--- src/rtl/spi_adc_pkg.sv ---
// spi_adc_pkg: shared types and constants for the MCP3008-style SPI ADC responder.
//   state_t        - responder frame states
//   CMD_BITS       - command bits after the start bit (SGL, D2, D1, D0)
//   NUM_CH         - number of sample channels
//   DATA_W_DEFAULT - default sample width
package spi_adc_pkg;

  localparam int CMD_BITS       = 4;
  localparam int NUM_CH         = 8;
  localparam int DATA_W_DEFAULT = 10;

  typedef enum logic [2:0] {
    IDLE,
    WAIT_START,
    CMD,
    SAMPLE,
    DATA,
    TAIL
  } state_t;

endpackage

--- src/rtl/spi_sync_edge.sv ---
// spi_sync_edge: STAGES-deep synchronizer for one asynchronous input with
// registered single-cycle edge pulses.
//   clk, rst  - system clock, async active-high reset
//   d         - asynchronous input
//   q         - synchronized level
//   rise/fall - one-cycle pulses, one cycle after q changes
// RESET_VAL is the idle level of the input so that reset release does not
// produce a spurious edge.
module spi_sync_edge #(
  parameter int   STAGES    = 2,
  parameter logic RESET_VAL = 1'b0
) (
  input  logic clk,
  input  logic rst,
  input  logic d,
  output logic q,
  output logic rise,
  output logic fall
);

  logic [STAGES-1:0] sync;
  logic              prev;

  always_ff @(posedge clk or posedge rst) begin
    if (rst) begin
      sync <= {STAGES{RESET_VAL}};
      prev <= RESET_VAL;
      rise <= 1'b0;
      fall <= 1'b0;
    end else begin
      sync <= {sync[STAGES-2:0], d};
      prev <= sync[STAGES-1];
      rise <= sync[STAGES-1] & ~prev;
      fall <= ~sync[STAGES-1] & prev;
    end
  end

  assign q = sync[STAGES-1];

endmodule

--- src/rtl/spi_adc_responder.sv ---
// spi_adc_responder: SPI mode-0 target emulating an 8-channel MCP3008-style ADC.
// Decodes start/SGL/D2..D0 from din, then returns a null bit and a DATA_W-bit
// result (MSB first) on dout. Samples come from a host-written register file.
//   clk, rst          - system clock (>= 4x sclk), async active-high reset
//   sclk, cs, din     - SPI from the master (cs active low)
//   dout, dout_oe     - serial data to master and its drive enable
//   smp_wr/ch/data    - sample register file write port
//   conv_valid        - pulse when a result is snapshotted
//   conv_single/ch    - latched command of the last snapshot
//   frame_err         - pulse when cs rises before B0 was driven
// Build option: define SPI_ADC_LSB_REPEAT_EN to repeat B1..B(DATA_W-1)
// LSB-first after B0; otherwise dout stays 0 after B0.
module spi_adc_responder
  import spi_adc_pkg::*;
#(
  parameter int DATA_W      = DATA_W_DEFAULT,
  parameter int SYNC_STAGES = 2
) (
  input  logic              clk,
  input  logic              rst,
  input  logic              sclk,
  input  logic              cs,
  input  logic              din,
  output logic              dout,
  output logic              dout_oe,
  input  logic              smp_wr,
  input  logic [2:0]        smp_ch,
  input  logic [DATA_W-1:0] smp_data,
  output logic              conv_valid,
  output logic              conv_single,
  output logic [2:0]        conv_ch,
  output logic              frame_err
);

  localparam int IDX_W = $clog2(DATA_W);

  logic sclk_q, sclk_rise, sclk_fall;
  logic cs_q, cs_rise, cs_fall;
  logic [SYNC_STAGES-1:0] din_sync;
  logic din_q;
  logic unused_sync;

  logic [DATA_W-1:0] smp [NUM_CH];

  state_t              state, state_n;
  logic [IDX_W-1:0]    cnt, cnt_n, bit_idx;
  logic [CMD_BITS-1:0] cmd, cmd_n;
  logic [DATA_W-1:0]   res, res_n, result;
  logic [DATA_W:0]     diff;
  logic [2:0]          p_idx, q_idx, ch_n;
  logic                dout_n, oe_n, valid_n, single_n, err_n;

  spi_sync_edge #(.STAGES(SYNC_STAGES), .RESET_VAL(1'b0)) u_sclk_sync (
    .clk(clk), .rst(rst), .d(sclk), .q(sclk_q), .rise(sclk_rise), .fall(sclk_fall)
  );

  spi_sync_edge #(.STAGES(SYNC_STAGES), .RESET_VAL(1'b1)) u_cs_sync (
    .clk(clk), .rst(rst), .d(cs), .q(cs_q), .rise(cs_rise), .fall(cs_fall)
  );

  assign unused_sync = sclk_q ^ cs_fall;

  always_ff @(posedge clk or posedge rst) begin
    if (rst) din_sync <= '0;
    else     din_sync <= {din_sync[SYNC_STAGES-2:0], din};
  end

  // din's synchronizer has no edge stage, so at a rise pulse it already
  // reflects one more clk of the stable high phase; that is harmless.
  assign din_q = din_sync[SYNC_STAGES-1];

  always_ff @(posedge clk or posedge rst) begin
    if (rst) begin
      for (int i = 0; i < NUM_CH; i++) smp[i] <= '0;
    end else if (smp_wr) begin
      smp[smp_ch] <= smp_data;
    end
  end

  // Differential pair: p is the even channel, q the odd one; D0 picks the
  // subtraction order. One extra bit exposes the sign for clamping.
  assign p_idx = {cmd[2], cmd[1], 1'b0};
  assign q_idx = {cmd[2], cmd[1], 1'b1};

  always_comb begin
    diff   = '0;
    result = '0;
    if (cmd[0]) diff = {1'b0, smp[q_idx]} - {1'b0, smp[p_idx]};
    else        diff = {1'b0, smp[p_idx]} - {1'b0, smp[q_idx]};
    if (cmd[CMD_BITS-1])  result = smp[cmd[2:0]];
    else if (diff[DATA_W]) result = '0;
    else                   result = diff[DATA_W-1:0];
  end

  assign bit_idx = IDX_W'(DATA_W - 1) - cnt;

  always_comb begin
    state_n  = state;
    cnt_n    = cnt;
    cmd_n    = cmd;
    res_n    = res;
    dout_n   = dout;
    oe_n     = dout_oe;
    valid_n  = 1'b0;
    err_n    = 1'b0;
    single_n = conv_single;
    ch_n     = conv_ch;
    if (cs_rise) begin
      // Deselect aborts from any state; only frames short of B0 are errors.
      state_n = IDLE;
      oe_n    = 1'b0;
      dout_n  = 1'b0;
      if (state inside {WAIT_START, CMD, SAMPLE, DATA}) err_n = 1'b1;
    end else begin
      case (state)
        IDLE: begin
          if (!cs_q) state_n = WAIT_START;
        end
        WAIT_START: begin
          if (sclk_rise && din_q) begin
            state_n = CMD;
            cnt_n   = '0;
          end
        end
        CMD: begin
          if (sclk_rise) begin
            cmd_n = {cmd[CMD_BITS-2:0], din_q};
            if (cnt == IDX_W'(CMD_BITS - 1)) begin
              state_n = SAMPLE;
              cnt_n   = '0;
            end else begin
              cnt_n = cnt + IDX_W'(1);
            end
          end
        end
        SAMPLE: begin
          if (sclk_fall) begin
            res_n    = result;
            valid_n  = 1'b1;
            single_n = cmd[CMD_BITS-1];
            ch_n     = cmd[2:0];
            dout_n   = 1'b0;
            oe_n     = 1'b1;
            cnt_n    = '0;
            state_n  = DATA;
          end
        end
        DATA: begin
          if (sclk_fall) begin
            dout_n = res[bit_idx];
            if (cnt == IDX_W'(DATA_W - 1)) begin
              state_n = TAIL;
              cnt_n   = IDX_W'(1);
            end else begin
              cnt_n = cnt + IDX_W'(1);
            end
          end
        end
        TAIL: begin
          if (sclk_fall) begin
`ifdef SPI_ADC_LSB_REPEAT_EN
            // cnt walks B1 upward; 0 marks the repeat as exhausted.
            if (cnt != '0) begin
              dout_n = res[cnt];
              cnt_n  = (cnt == IDX_W'(DATA_W - 1)) ? '0 : cnt + IDX_W'(1);
            end else begin
              dout_n = 1'b0;
            end
`else
            dout_n = 1'b0;
`endif
          end
        end
        default: state_n = IDLE;
      endcase
    end
  end

  always_ff @(posedge clk or posedge rst) begin
    if (rst) begin
      state       <= IDLE;
      cnt         <= '0;
      cmd         <= '0;
      res         <= '0;
      dout        <= 1'b0;
      dout_oe     <= 1'b0;
      conv_valid  <= 1'b0;
      conv_single <= 1'b0;
      conv_ch     <= '0;
      frame_err   <= 1'b0;
    end else begin
      state       <= state_n;
      cnt         <= cnt_n;
      cmd         <= cmd_n;
      res         <= res_n;
      dout        <= dout_n;
      dout_oe     <= oe_n;
      conv_valid  <= valid_n;
      conv_single <= single_n;
      conv_ch     <= ch_n;
      frame_err   <= err_n;
    end
  end

endmodule
--- config.mk ---
export PLATFORM = sky130hd
export DESIGN_NAME = spi_adc_responder
export DESIGN_NICKNAME = d
export VERILOG_FILES = /design/src/rtl/spi_adc_pkg.sv /design/src/rtl/spi_sync_edge.sv /design/src/rtl/spi_adc_responder.sv
export SDC_FILE = /design/constraint.sdc
export NUM_CORES = 1
export LEC_CHECK = 0
export ABC_AREA = 1
export BUFFER_PORTS_ARGS = -buffer_cell sky130_fd_sc_hd__buf_2
export CAP_MARGIN = 10
export CORE_MARGIN = 4
export CORE_UTILIZATION = 60
export CTS_BUF_LIST = sky130_fd_sc_hd__clkbuf_4 sky130_fd_sc_hd__clkbuf_8
export CTS_CLUSTER_DIAMETER = 150
export DETAILED_ROUTE_END_ITERATION = 7
export GPL_TIMING_DRIVEN = 0
export PLACE_DENSITY = 0.75
export SLEW_MARGIN = 20
export SYNTH_ARGS = -nofsm -noshare
export SYNTH_HDL_FRONTEND = slang
export SYNTH_SLANG_ARGS = --single-unit
--- constraint.sdc ---
create_clock -name clk -period 7.21 [get_ports clk]
set_clock_uncertainty 0.15 [all_clocks]
set_input_delay 0.721 -clock clk [delete_from_list [all_inputs] [get_ports clk]]
set_output_delay 0.721 -clock clk [all_outputs]
set_load 0.005 [all_outputs]
---- Yosys cells after proc, flatten, opt, wreduce, memory -nomap -nowiden ----
Index checks and enable logic that the tools add are counted.
word-level totals
  bits in registers ....................... 120
  bits of input ports ..................... 19
  output and inout port bits .............. 8
  word-level logic and storage cells ...... 126
operators by class
  $add $sub $neg .......................... 4
  order comparisons ....................... 6
  eq/ne operators ......................... 20
  muxes and demuxes ....................... 45
  bitwise gates (word level) .............. 11
  reductions and logical operators ........ 14
operators with widths
  kind                   count
  $bmux W10 S3           3
  $mux W10               9
  $bwmux W80             1
  $demux W10 S3          1
  $mux W3                8
  $mux W4                6
  $sub A10 B10 Y11       2
  $ne A3 B1 Y1 const B   7
  $pmux W3 S6            1
  $ge A4 B4 Y1 const B   4
  $not A3 Y4             4
  $pmux W4 S4            1
  $mux W1                12
  $mux W11               1
  $ne A2 B1 Y1 const B   5
  $reduce_and A3 Y1      3
  $reduce_and A8 Y1      1
  $eq A3 B2 Y1 const B   2
  $eq A3 B3 Y1 const B   2
  $reduce_and A6 Y1      1
  $lt A4 B5 Y1 const B   1
  $add A4 B1 Y4 const B  1
  $bmux W1 S4            1
  $eq A4 B2 Y1 const B   1
  other kinds (15)       22

---- Longest topological paths before layout ----
Gate-level depths: netlist of run 1.
  depth in word-level cells ............... 8
  gate-level depth with buffers ........... 23
  gate-level depth less buffers ........... 20

---- Cells and area by module ----
Synthesis of run 1 repeated with hierarchy kept, for this count alone.
unflattened totals
  cell total of the unflattened synthesis .. 942
  area, all modules ....................... 6,890.4 µm²
modules (own cells, without submodules)
  module                       instances  cells an instance  area an instance (µm²)  sequential area each (µm²)
  spi_adc_responder            1          922                6,598.8                 2,777.7
  spi_sync_edge (u_cs_sync)    1          10                 147.6                   128.9
  spi_sync_edge (u_sclk_sync)  1          10                 143.9                   125.1

---- Least setup slack after synthesis of run 1 ----
OpenSTA, ideal clock, no wires.
  path kind ............................... reg2reg
  from .................................... reg cmd[1]
  to ...................................... reg res[6]
  data arrival time ....................... 2,527 ps
  required time ........................... 6,936 ps
  setup slack ............................. 4,409 ps
  cell stages (with the launch flop) ...... 19
  period minus slack after synthesis ...... 2,801 ps
  cells stage by stage .................... dfrtp_1 > buf_4 > inv_4 > buf_6 > nand2_1 > and2_1 > or2_2 > o21ai_1 > inv_1 > fa_1 > nand3_1 > nand3_1 > nand2_1 > nand2_1 > nand2_1 > nand2_1 > or2_1 > nand4_1 > nand2_1
on the way
  longest elaborated chain between the ends .. 8
  elaborated cells on any way between the ends .. 17
  classes of those cells .................. 2 x add/sub; 12 x mux; 3 x bitwise
ends and longest elaborated chain
  element                                       line                                              source
  start, declared                               spi_adc_responder.sv:47                           logic [CMD_BITS-1:0] cmd, cmd_n;
  start signal, assigned                        spi_adc_responder.sv:194                          cmd <= cmd_n;
  $not A3 Y4 (implied by the code)              spi_adc_responder.sv:88, spi_adc_responder.sv:89
  $bmux W10 S3                                  spi_adc_responder.sv:88, spi_adc_responder.sv:89
  $mux W10 (implied by the code) (2 in series)  spi_adc_responder.sv:88, spi_adc_responder.sv:89
  $sub A10 B10 Y11, on equally long branches    spi_adc_responder.sv:89, spi_adc_responder.sv:88
  $mux W11                                      spi_adc_responder.sv:88                           if (cmd[0]) diff = {1'b0, smp[q_idx]} - {1'b0, smp[p_idx]};
  $mux W10                                      spi_adc_responder.sv:91                           else if (diff[DATA_W]) result = '0;
  $mux W10 *                                    spi_adc_responder.sv:90                           if (cmd[CMD_BITS-1]) result = smp[cmd[2:0]];
  end signal, assigned                          spi_adc_responder.sv:195                          res <= res_n;
  end, declared                                 spi_adc_responder.sv:48                           logic [DATA_W-1:0] res, res_n, result;
Mark *: on every way between the ends. The rest lies on a longest branch, timed or not. The select of a mux whose other input is x is not followed.
A chain may end at the register's enable or synchronous reset.

---- Worst setup path in the final report of run 1 ----
Same ends and word-level chain as after synthesis.

==> results of run 1 <==
-- flip-flops by register name, summed over array words and instances, names as in the netlist, 2 cells and up --
signal,cells
smp,80
state,3
cnt,4
conv_ch,3
u_sclk_sync.sync,2
u_cs_sync.sync,2
res,10
din_sync,2
cmd,4
-- per-stage QoR --
| step | instances | hold slack, ns | area (um^2) | setup WS (ns) | total power, W |
|---|---|---|---|---|---|
| floorplan | 927 | 0.181 | 6930 | 3.16 | 0.00235 |
| global placement | 1093 | 0.188 | 7240 | 1.94 | 0.00277 |
| detailed placement | 1094 | 0.189 | 7270 | 3.83 | 0.00283 |
| CTS | 1125 | 0.167 | 7720 | 3.81 | 0.00352 |
| global route | 1125 | 0.188 | 7720 | 3.61 | 0.00383 |
| finish | 1125 | 0.169 | 7720 | 3.78 | 0.00354 |
-- power breakdown --
group / internal [W] / switching [W]
Sequential: 0.000822 / 0.000112
Combinational: 0.000658 / 0.00127
Clock: 0.000408 / 0.000270
-- kinds of logic (layout without fill, tap and decap cells) --
family / Yosys count / in the layout / synth area share
AND/OR/NAND/NOR: 429 / 429 / 0.263
AO/OA/AOI/OAI: 196 / 196 / 0.152
buffers and inverters: 148 / 206 / 0.0911
flip-flops: 120 / 120 / 0.434
adder cells (fa/ha/maj): 25 / 25 / 0.0473
multiplexers: 8 / 8 / 0.0115
XOR/XNOR: 1 / 1 / 0.00126
-- worst max-delay path, stage by stage (launching register included) --
cell	delay (ns)
dfrtp_1	0.38
buf_4	0.18
inv_4	0.09
buf_6	0.15
buf_6	0.17
nand2_1	0.06
nand2_1	0.12
inv_1	0.05
o21ai_0	0.31
ha_1	0.22
inv_1	0.08
fa_1	0.45
nand3_1	0.10
nand3_1	0.11
nand2_1	0.08
nand2_1	0.09
nand2_1	0.08
nand2_1	0.06
or2_1	0.22
nand4_1	0.10
nand2_1	0.06
-- layout by cell type, fill, tap and decap left out, types with 4 or more instances in the layout --
cell type / synthesis / routed
nand3_1: 35 / 35
bufinv_16: 0 / 4
nand2_2: 9 / 9
inv_1: 97 / 96
o21ai_0: 123 / 123
dfrtp_1: 117 / 117
o211ai_1: 6 / 6
inv_2: 5 / 5
nor2_1: 52 / 52
o21ai_2: 4 / 4
o21ai_1: 8 / 8
clkbuf_8: 0 / 20
buf_4: 6 / 6
and2_1: 5 / 5
nand2_1: 297 / 297
mux2i_1: 8 / 8
nor3_1: 5 / 5
clkbuf_1: 22 / 22
nor2_2: 5 / 5
buf_6: 4 / 4
ha_1: 23 / 23
or2_2: 6 / 6
a21oi_1: 39 / 39
buf_2: 11 / 37
clkinv_4: 1 / 4
-- final timing paths --
kind / end
worst max-delay path: res[6]
worst min-delay path: res[8]
worst max register to register: res[6]
worst min register to register: din_sync[1]
max in group asynchronous: smp[70]
min in group clk: din_sync[1]
-- layout make-up --
class	count	area (um^2)	area share
plain buffers	43	228	0.0295
clock buffers	21	283	0.0366
clock inverters	10	168	0.0217
inverters	105	409	0.0530
multi-input cells	659	3300	0.427
flip-flops and latches	120	3010	0.389
well taps	140	175	0.0227
repair buffers	27	158	0.0204
-- metal layers --
| layer | track usage | vias up |
|---|---|---|
| met5 | 0 | - |
| met4 | 0.106 | 0 |
| met3 | 0.0637 | 35 |
| met2 | 0.492 | 228 |
| met1 | 0.365 | 3005 |
| li1 | - | 3046 |
==> results.sh, run 1 <==
export IMPL_status="complete, no violations"
export IMPL_clock_latency_ns=0.45
export IMPL_hold_class="in2async"
export IMPL_synth_top_cell_area_share=0.422
export IMPL_synth_edf_count=0
export IMPL_portBuffers=26
export IMPL_core_area_um2=11100
export IMPL_cts_resized=0
export IMPL_grt_util_all_layers=0.290
export IMPL_grt_pass1_wl_um=29800
export IMPL_ys_seq_elements=120
export IMPL_highest_signal_layer="met4"
export IMPL_io_pins=27
export IMPL_setup_tns_ns=0
export IMPL_drv_cap=0
export IMPL_fmax_ghz=0.292
export IMPL_synth_commonest_cells="nand2_1, o21ai_0, dfrtp_1"
export IMPL_grt_ovfl_total=0
export IMPL_drt_initial_drc_count=540
export IMPL_finalHoldViolations=0
export IMPL_synthArstFlopShare=1.00
export IMPL_final_antenna_net_count=0
export IMPL_synth_area_per_cell_um2=7.48
export IMPL_cp_max_fo=10
export IMPL_routedWlPerCell_um=16.1
export IMPL_tightestPinTransition_ns=0.595
export IMPL_die_area_um2=13300
export IMPL_ff2ff_path_depth=20
export IMPL_nets=1017
export IMPL_cts_clk_slew_worst_paths_ns=0.08
export IMPL_startpoint_type="flop"
export IMPL_via_count=6314
export IMPL_cts_made_buffers=17
export IMPL_cts_setup_buffers=0
export IMPL_dr_pass1_iters=5
export IMPL_start_util=0.626
export IMPL_r2r_start="cmd[1]"
export IMPL_worst_setup_path_type="reg2reg"
export IMPL_clock_path_buffers=2
export IMPL_rsz0062_at_grt="false"
export IMPL_gp_congestion=0.953
export IMPL_wl_um=18100
export IMPL_fillers=892
export IMPL_met3_length_um=1010
export IMPL_antennaDiodeCount=0
export IMPL_grt_max_degree=67
export IMPL_first_global_vias=6085
export IMPL_viasPerCell=5.61
export IMPL_syn_area_um2=6930
export IMPL_synth_top_area_cell="dfrtp_1"
export IMPL_root_buffer="clkbuf_8"
export IMPL_synth_ff_type="dfrtp_1"
export IMPL_synth_warning_count=0
export IMPL_syn_instance_count=927
export IMPL_crit_path_start="cmd[1]"
export IMPL_synth_most_common_cell="nand2_1"
export IMPL_rrSetupSlack_ns=3.78
export IMPL_dp_hpwl_um=13700
export IMPL_end_kind="flop"
export IMPL_fin_crit_sh=0.476
export IMPL_drc_errors=0
export IMPL_p_leak_nw=3.99
export IMPL_row_count=38
export IMPL_finalCriticalPeriod_ns=3.43
export IMPL_syn_to_final_growth_pct=11.4
export IMPL_setup_violations_final=0
export IMPL_wl_met2_um=8900
export IMPL_postLayoutCoreUtil=0.697
export IMPL_ys_top_cells_by_area="dfrtp_1, nand2_1, o21ai_0, inv_1, ha_1"
export IMPL_power_density_nw_per_um2=458
export IMPL_cts_sinks=120
export IMPL_relSlewSlack=0.599
export IMPL_critPathArrivalTime_ns=3.60
export IMPL_drive_gt1_frac=0.131
export IMPL_synth_cell_types=46
export IMPL_wl_met1_um=7730
export IMPL_postCtsHoldBufs=0
export IMPL_synth_seq_area_share=0.434
export IMPL_slew_viol_final=0
export IMPL_dieHeight_um=116
export IMPL_ir_worst_vdd_mv=0.258
export IMPL_die_w_um=116
export IMPL_htree_num_levels=4
export IMPL_worstPathRequired_ns=7.38
export IMPL_antenna_found_initial=0
export IMPL_cts_tree="built"
export IMPL_syn_nets=971
(Power assumes the default switching activity.)
==> inputs of run 2 (changes only) <==
==> constraint.sdc (replaced) <==
create_clock -name clk -period 3.57 [get_ports clk]
set_clock_uncertainty 0.15 [all_clocks]
set_input_delay 0.357 -clock clk [delete_from_list [all_inputs] [get_ports clk]]
set_output_delay 0.357 -clock clk [all_outputs]
set_load 0.005 [all_outputs]
==> run 2 against run 1 <==
Compared with the run above: sequential cell count did not move; highest routed layer unchanged; sequential share of layout area fell by 0.057 points; via count increased by 0.46%; critical path type unchanged; clock power up 73%; worst setup slack lost 3.7 ns.
==> results.sh, run 2 (synthesis results as in run 1) <==
export IMPL_die_area_um2=13300
export IMPL_nets=1023
export IMPL_root_buffer="clkbuf_8"
export IMPL_power_frac_seq=0.270
export IMPL_p_int_w=0.00362
export IMPL_drv_cap=0
export IMPL_relSlewSlack=0.620
export IMPL_clkPwrFrac=0.168
export IMPL_grt_max_degree=37
export IMPL_drive_gt1_frac=0.133
export IMPL_p_leak_nw=3.99
export IMPL_cts_clk_slew_worst_paths_ns=0.07
export IMPL_regMostFlops="smp"
export IMPL_largest_register_ffs=80
export IMPL_total_power_w=0.00695
export IMPL_clock_latency_ns=0.44
export IMPL_cts_setup_buffers=0
export IMPL_switchingPower_w=0.00333
export IMPL_start_util=0.626
export IMPL_multi_input_area_um2=3300
export IMPL_clock_path_buffers=2
export IMPL_reg_largest_list="smp (80), res (10)"
export IMPL_slew_viol_final=0
export IMPL_first_global_vias=6161
export IMPL_critPathArrivalTime_ns=3.61
export IMPL_hold_class="in2reg"
export IMPL_fillers=917
export IMPL_setup_tns_ns=0
export IMPL_viasPerCell=5.60
export IMPL_core_area_um2=11100
export IMPL_final_cell_mix="nand2_1, o21ai_0, dfrtp_1"
export IMPL_grt_ovfl_total=0
export IMPL_antenna_found_initial=0
export IMPL_wl_um=18100
export IMPL_end_kind="flop"
export IMPL_cp_max_fo=10
export IMPL_dr_pass1_iters=5
export IMPL_row_count=38
export IMPL_portBuffers=26
export IMPL_gp_congestion=0.937
export IMPL_grt_util_all_layers=0.291
export IMPL_ir_worst_vdd_mv=0.555
export IMPL_grt_pass1_wl_um=30000
export IMPL_rsz0062_at_grt="false"
export IMPL_worst_setup_path_type="reg2reg"
export IMPL_io_pins=27
export IMPL_final_antenna_net_count=0
export IMPL_drt_initial_drc_count=531
export IMPL_finalCriticalPeriod_ns=3.44
export IMPL_syn_to_final_growth_pct=11.5
export IMPL_dieHeight_um=116
export IMPL_routedWlPerCell_um=16.0
export IMPL_startpoint_type="flop"
export IMPL_finalHoldViolations=0
export IMPL_dp_hpwl_um=13800
export IMPL_power_density_nw_per_um2=898
export IMPL_status="complete, no violations"
export IMPL_fin_crit_sh=0.965
export IMPL_final_common_cell="nand2_1"
export IMPL_setup_violations_final=0
export IMPL_cts_sinks=120
export IMPL_fmax_ghz=0.290
export IMPL_tightestPinTransition_ns=0.569
export IMPL_antennaDiodeCount=0
export IMPL_via_count=6343
export IMPL_htree_num_levels=4
export IMPL_drc_errors=0
export IMPL_cts_tree="built"
export IMPL_worstPathRequired_ns=3.74
export IMPL_comb_power_share=0.562
export IMPL_swShare=0.479
export IMPL_cts_made_buffers=17
export IMPL_regArea_um2=3010
export IMPL_die_w_um=116
-- run 2: area by class of cell --
cell class              instances  area share
plain buffers                  42      0.0290
clock buffers                  22      0.0375
clock inverters                10      0.0121
inverters                     105      0.0527
multi-input cells             659       0.426
flip-flops and latches        120       0.389
well taps                     140      0.0227
repair buffers                 34      0.0311
-- run 2: power groups by stage --
stage	registers [W]	clock network [W]	logic, W
after floorplan	0.00183	0	0.00291
after global placement	0.00188	0	0.00371
after detailed placement	0.00189	0	0.00383
after CTS	0.00187	0.00118	0.00385
after global routing	0.00191	0.00124	0.00438
final	0.00188	0.00117	0.00390
-- run 2: worst paths after layout --
path,start,endpoint,slack (ns),cells after the start
setup / recovery,cmd[1],res[6],0.13,20
hold / removal,smp_data[8],smp[8],0.11,3
setup reg to reg,cmd[1],res[6],0.13,20
hold reg to reg,din_sync[0],din_sync[1],0.20,0
max in group asynchronous,rst,u_cs_sync.prev,1.83,6
min in group asynchronous,rst,smp[69],0.35,3
-- run 2: timing repair --
item | in CTS | in global routing
resized for setup | 0 | 1
hold buffers | 5 | 0
setup endpoints to repair | 0 | 1
hold endpoints to repair | 26 | 0
-- run 2: stage by stage --
stage	util	cell area, um^2	cells	setup WS (ns)	hold slack, ns
finish	0.698	7730	1132	0.126	0.111
global route	0.698	7730	1132	0.0162	0.146
CTS	0.698	7740	1133	0.177	0.0861
detailed placement	0.659	7300	1096	0.206	0.189
global placement	0.654	7240	1093	0.220	0.186
floorplan	-	6940	927	0.769	0.181
-- run 2: metal layers --
| metal | wire, um | GRT usage | share of wire |
|---|---|---|---|
| met5 | 0 | 0 | 0 |
| met4 | 540 | 0.127 | 0.030 |
| met3 | 1260 | 0.0616 | 0.069 |
| met2 | 8770 | 0.482 | 0.48 |
| met1 | 7560 | 0.372 | 0.42 |
-- run 2: worst max-delay path, stage by stage, from the launching register on --
cell	delay [ns]
dfrtp_1	0.38
buf_4	0.17
inv_4	0.09
buf_6	0.15
buf_6	0.16
nand2_1	0.06
nand2_1	0.12
inv_1	0.05
o21ai_0	0.29
ha_1	0.22
inv_1	0.09
fa_1	0.47
nand3_1	0.11
nand3_1	0.10
nand2_1	0.07
nand2_1	0.10
nand2_1	0.08
nand2_1	0.08
or2_1	0.22
nand4_1	0.10
nand2_1	0.06
==> inputs of run 3 (changes only) <==
--- a/config.mk
+++ b/config.mk
@@ -14,7 +14,7 @@
 export CTS_CLUSTER_DIAMETER = 150
 export DETAILED_ROUTE_END_ITERATION = 7
 export GPL_TIMING_DRIVEN = 0
-export PLACE_DENSITY = 0.75
+export PLACE_DENSITY = 0.78
 export SLEW_MARGIN = 20
 export SYNTH_ARGS = -nofsm -noshare
 export SYNTH_HDL_FRONTEND = slang
==> run 3 against run 2 <==
Compared with the run above: global-route usage is 1.3 points lower; sequential power barely moved; utilization grew 0.21 points; largest power group unchanged; clock power barely moved; combinational power shrank 2%; final cell count rose by 0.18%; first-iteration DRC count increased by 4.3%; critical endpoint is now res[3]; die area unchanged.
==> results.sh, run 3 (synthesis results as in run 1) <==
export IMPL_largest_register_ffs=80
export IMPL_startpoint_type="flop"
export IMPL_dieHeight_um=116
export IMPL_root_buffer="clkbuf_8"
export IMPL_cts_clk_slew_worst_paths_ns=0.07
export IMPL_cts_setup_buffers=0
export IMPL_core_area_um2=11100
export IMPL_hold_class="in2reg"
export IMPL_status="complete, no violations"
export IMPL_finalCriticalPeriod_ns=3.35
export IMPL_worst_slack_ns=0.218
export IMPL_grt_ovfl_total=0
export IMPL_grt_pass1_wl_um=28800
export IMPL_portBuffers=26
export IMPL_viasPerCell=5.44
export IMPL_clock_path_buffers=2
export IMPL_syn_to_final_growth_pct=11.9
export IMPL_dpl_worst_slack_ns=0.317
export IMPL_drive_gt1_frac=0.134
export IMPL_finalHoldViolations=0
export IMPL_rsz0062_at_grt="false"
export IMPL_cts_resized=0
export IMPL_fin_crit_sh=0.939
export IMPL_tightestPinTransition_ns=0.589
export IMPL_postCtsHoldBufs=5
export IMPL_cts_made_buffers=17
export IMPL_dp_hpwl_um=12900
export IMPL_wl_um=17400
export IMPL_setup_violations_final=0
export IMPL_final_cell_mix="nand2_1, o21ai_0, dfrtp_1"
export IMPL_grt_max_degree=35
export IMPL_critPathArrivalTime_ns=3.58
export IMPL_die_w_um=116
export IMPL_final_antenna_net_count=0
export IMPL_start_util=0.626
export IMPL_grt_util_all_layers=0.279
export IMPL_dr_pass1_iters=6
export IMPL_drt_initial_drc_count=554
export IMPL_gp_congestion=0.984
export IMPL_ir_worst_vdd_mv=0.540
export IMPL_drv_cap=0
export IMPL_p_leak_nw=4.01
export IMPL_worst_setup_path_type="reg2reg"
export IMPL_setup_tns_ns=0
export IMPL_die_area_um2=13300
export IMPL_via_count=6169
export IMPL_end_kind="flop"
export IMPL_cp_max_fo=10
export IMPL_fmax_ghz=0.298
export IMPL_clock_latency_ns=0.45
export IMPL_cts_sinks=120
export IMPL_first_global_vias=5748
export IMPL_antennaDiodeCount=0
export IMPL_relSlewSlack=0.603
export IMPL_routedWlPerCell_um=15.3
export IMPL_row_count=38
export IMPL_reg_largest_list="smp (80), res (10)"
export IMPL_slew_viol_final=0
export IMPL_drc_errors=0
export IMPL_worstPathRequired_ns=3.79
export IMPL_regMostFlops="smp"
export IMPL_nets=1025
export IMPL_antenna_found_initial=0
export IMPL_io_pins=27
export IMPL_final_common_cell="nand2_1"
export IMPL_cts_tree="built"
export IMPL_fillers=939
export IMPL_power_density_nw_per_um2=884
export IMPL_htree_num_levels=4
==> run 3: changes by cell type in the layout (fill, tap and decap cells not counted), sizes merged <==
cell / before / now
buf: 50 / 51
clkbuf: 43 / 50
clkinv: 5 / 3
clkinvlp: 4 / 2
inv: 105 / 103
==> run 3: routing by layer <==
metal | up-vias | part of all wire | routed length, um | GRT usage
met2 | 210 | 0.48 | 8290 | 0.456
met5 | - | 0 | 0 | 0
met1 | 2854 | 0.44 | 7670 | 0.375
li1 | 3061 | - | - | -
met4 | 0 | 0.022 | 377 | 0.0869
met3 | 44 | 0.059 | 1020 | 0.0580
==> run 3: final cells by class <==
cell class / count / area, um^2 / area share
multi-input cells: 659 / 3300 / 0.425
flip-flops and latches: 120 / 3010 / 0.388
inverters: 105 / 408 / 0.0526
clock buffers: 28 / 329 / 0.0424
repair buffers: 35 / 268 / 0.0345
plain buffers: 43 / 228 / 0.0294
well taps: 140 / 175 / 0.0226
clock inverters: 4 / 47.5 / 0.00613
==> run 3: through the flow <==
step	util	instance area, um^2	total power (W)	cells	hold WS, ns
floorplan	-	6940	0.00474	927	0.181
global placement	0.654	7240	0.00556	1093	0.183
detailed placement	0.662	7330	0.00563	1097	0.155
CTS	0.700	7760	0.00681	1134	0.109
global route	0.700	7760	0.00746	1134	0.150
finish	0.700	7760	0.00686	1134	0.124
==> run 3: power by group <==
group          switching (W)  internal [W]  total [W]
combinational        0.00249       0.00133    0.00382
sequential          0.000209       0.00166    0.00187
clock               0.000513      0.000654    0.00117
==> run 3: critical path, cell delays in order, from the launching register on <==
cell and delay (ns):
dfrtp_1 0.37, buf_4 0.17, inv_4 0.10, buf_6 0.16, buf_6 0.16, nand2_1 0.06, nand2_1 0.12, inv_1 0.06
o21ai_0 0.40, inv_1 0.09, ha_1 0.43, nand2_2 0.12, nor2_4 0.12, nand3_1 0.09, nand3_1 0.09, nand2_1 0.05
nand2_1 0.11, nand2_2 0.12, clkinv_4 0.11, nand2_1 0.06, a21oi_2 0.12
==> run 3: path summary, 6_finish.rpt <==
path	from	end	slack, ns	cells after the start
worst max-delay path	cmd[1]	res[3]	0.22	20
worst min-delay path	smp_data[7]	smp[7]	0.12	3
worst max register to register	cmd[1]	res[3]	0.22	20
worst min register to register	u_sclk_sync.sync[0]	u_sclk_sync.sync[1]	0.20	0
max in group asynchronous	rst	u_cs_sync.sync[0]	2.33	5
min in group asynchronous	rst	res[1]	0.24	3
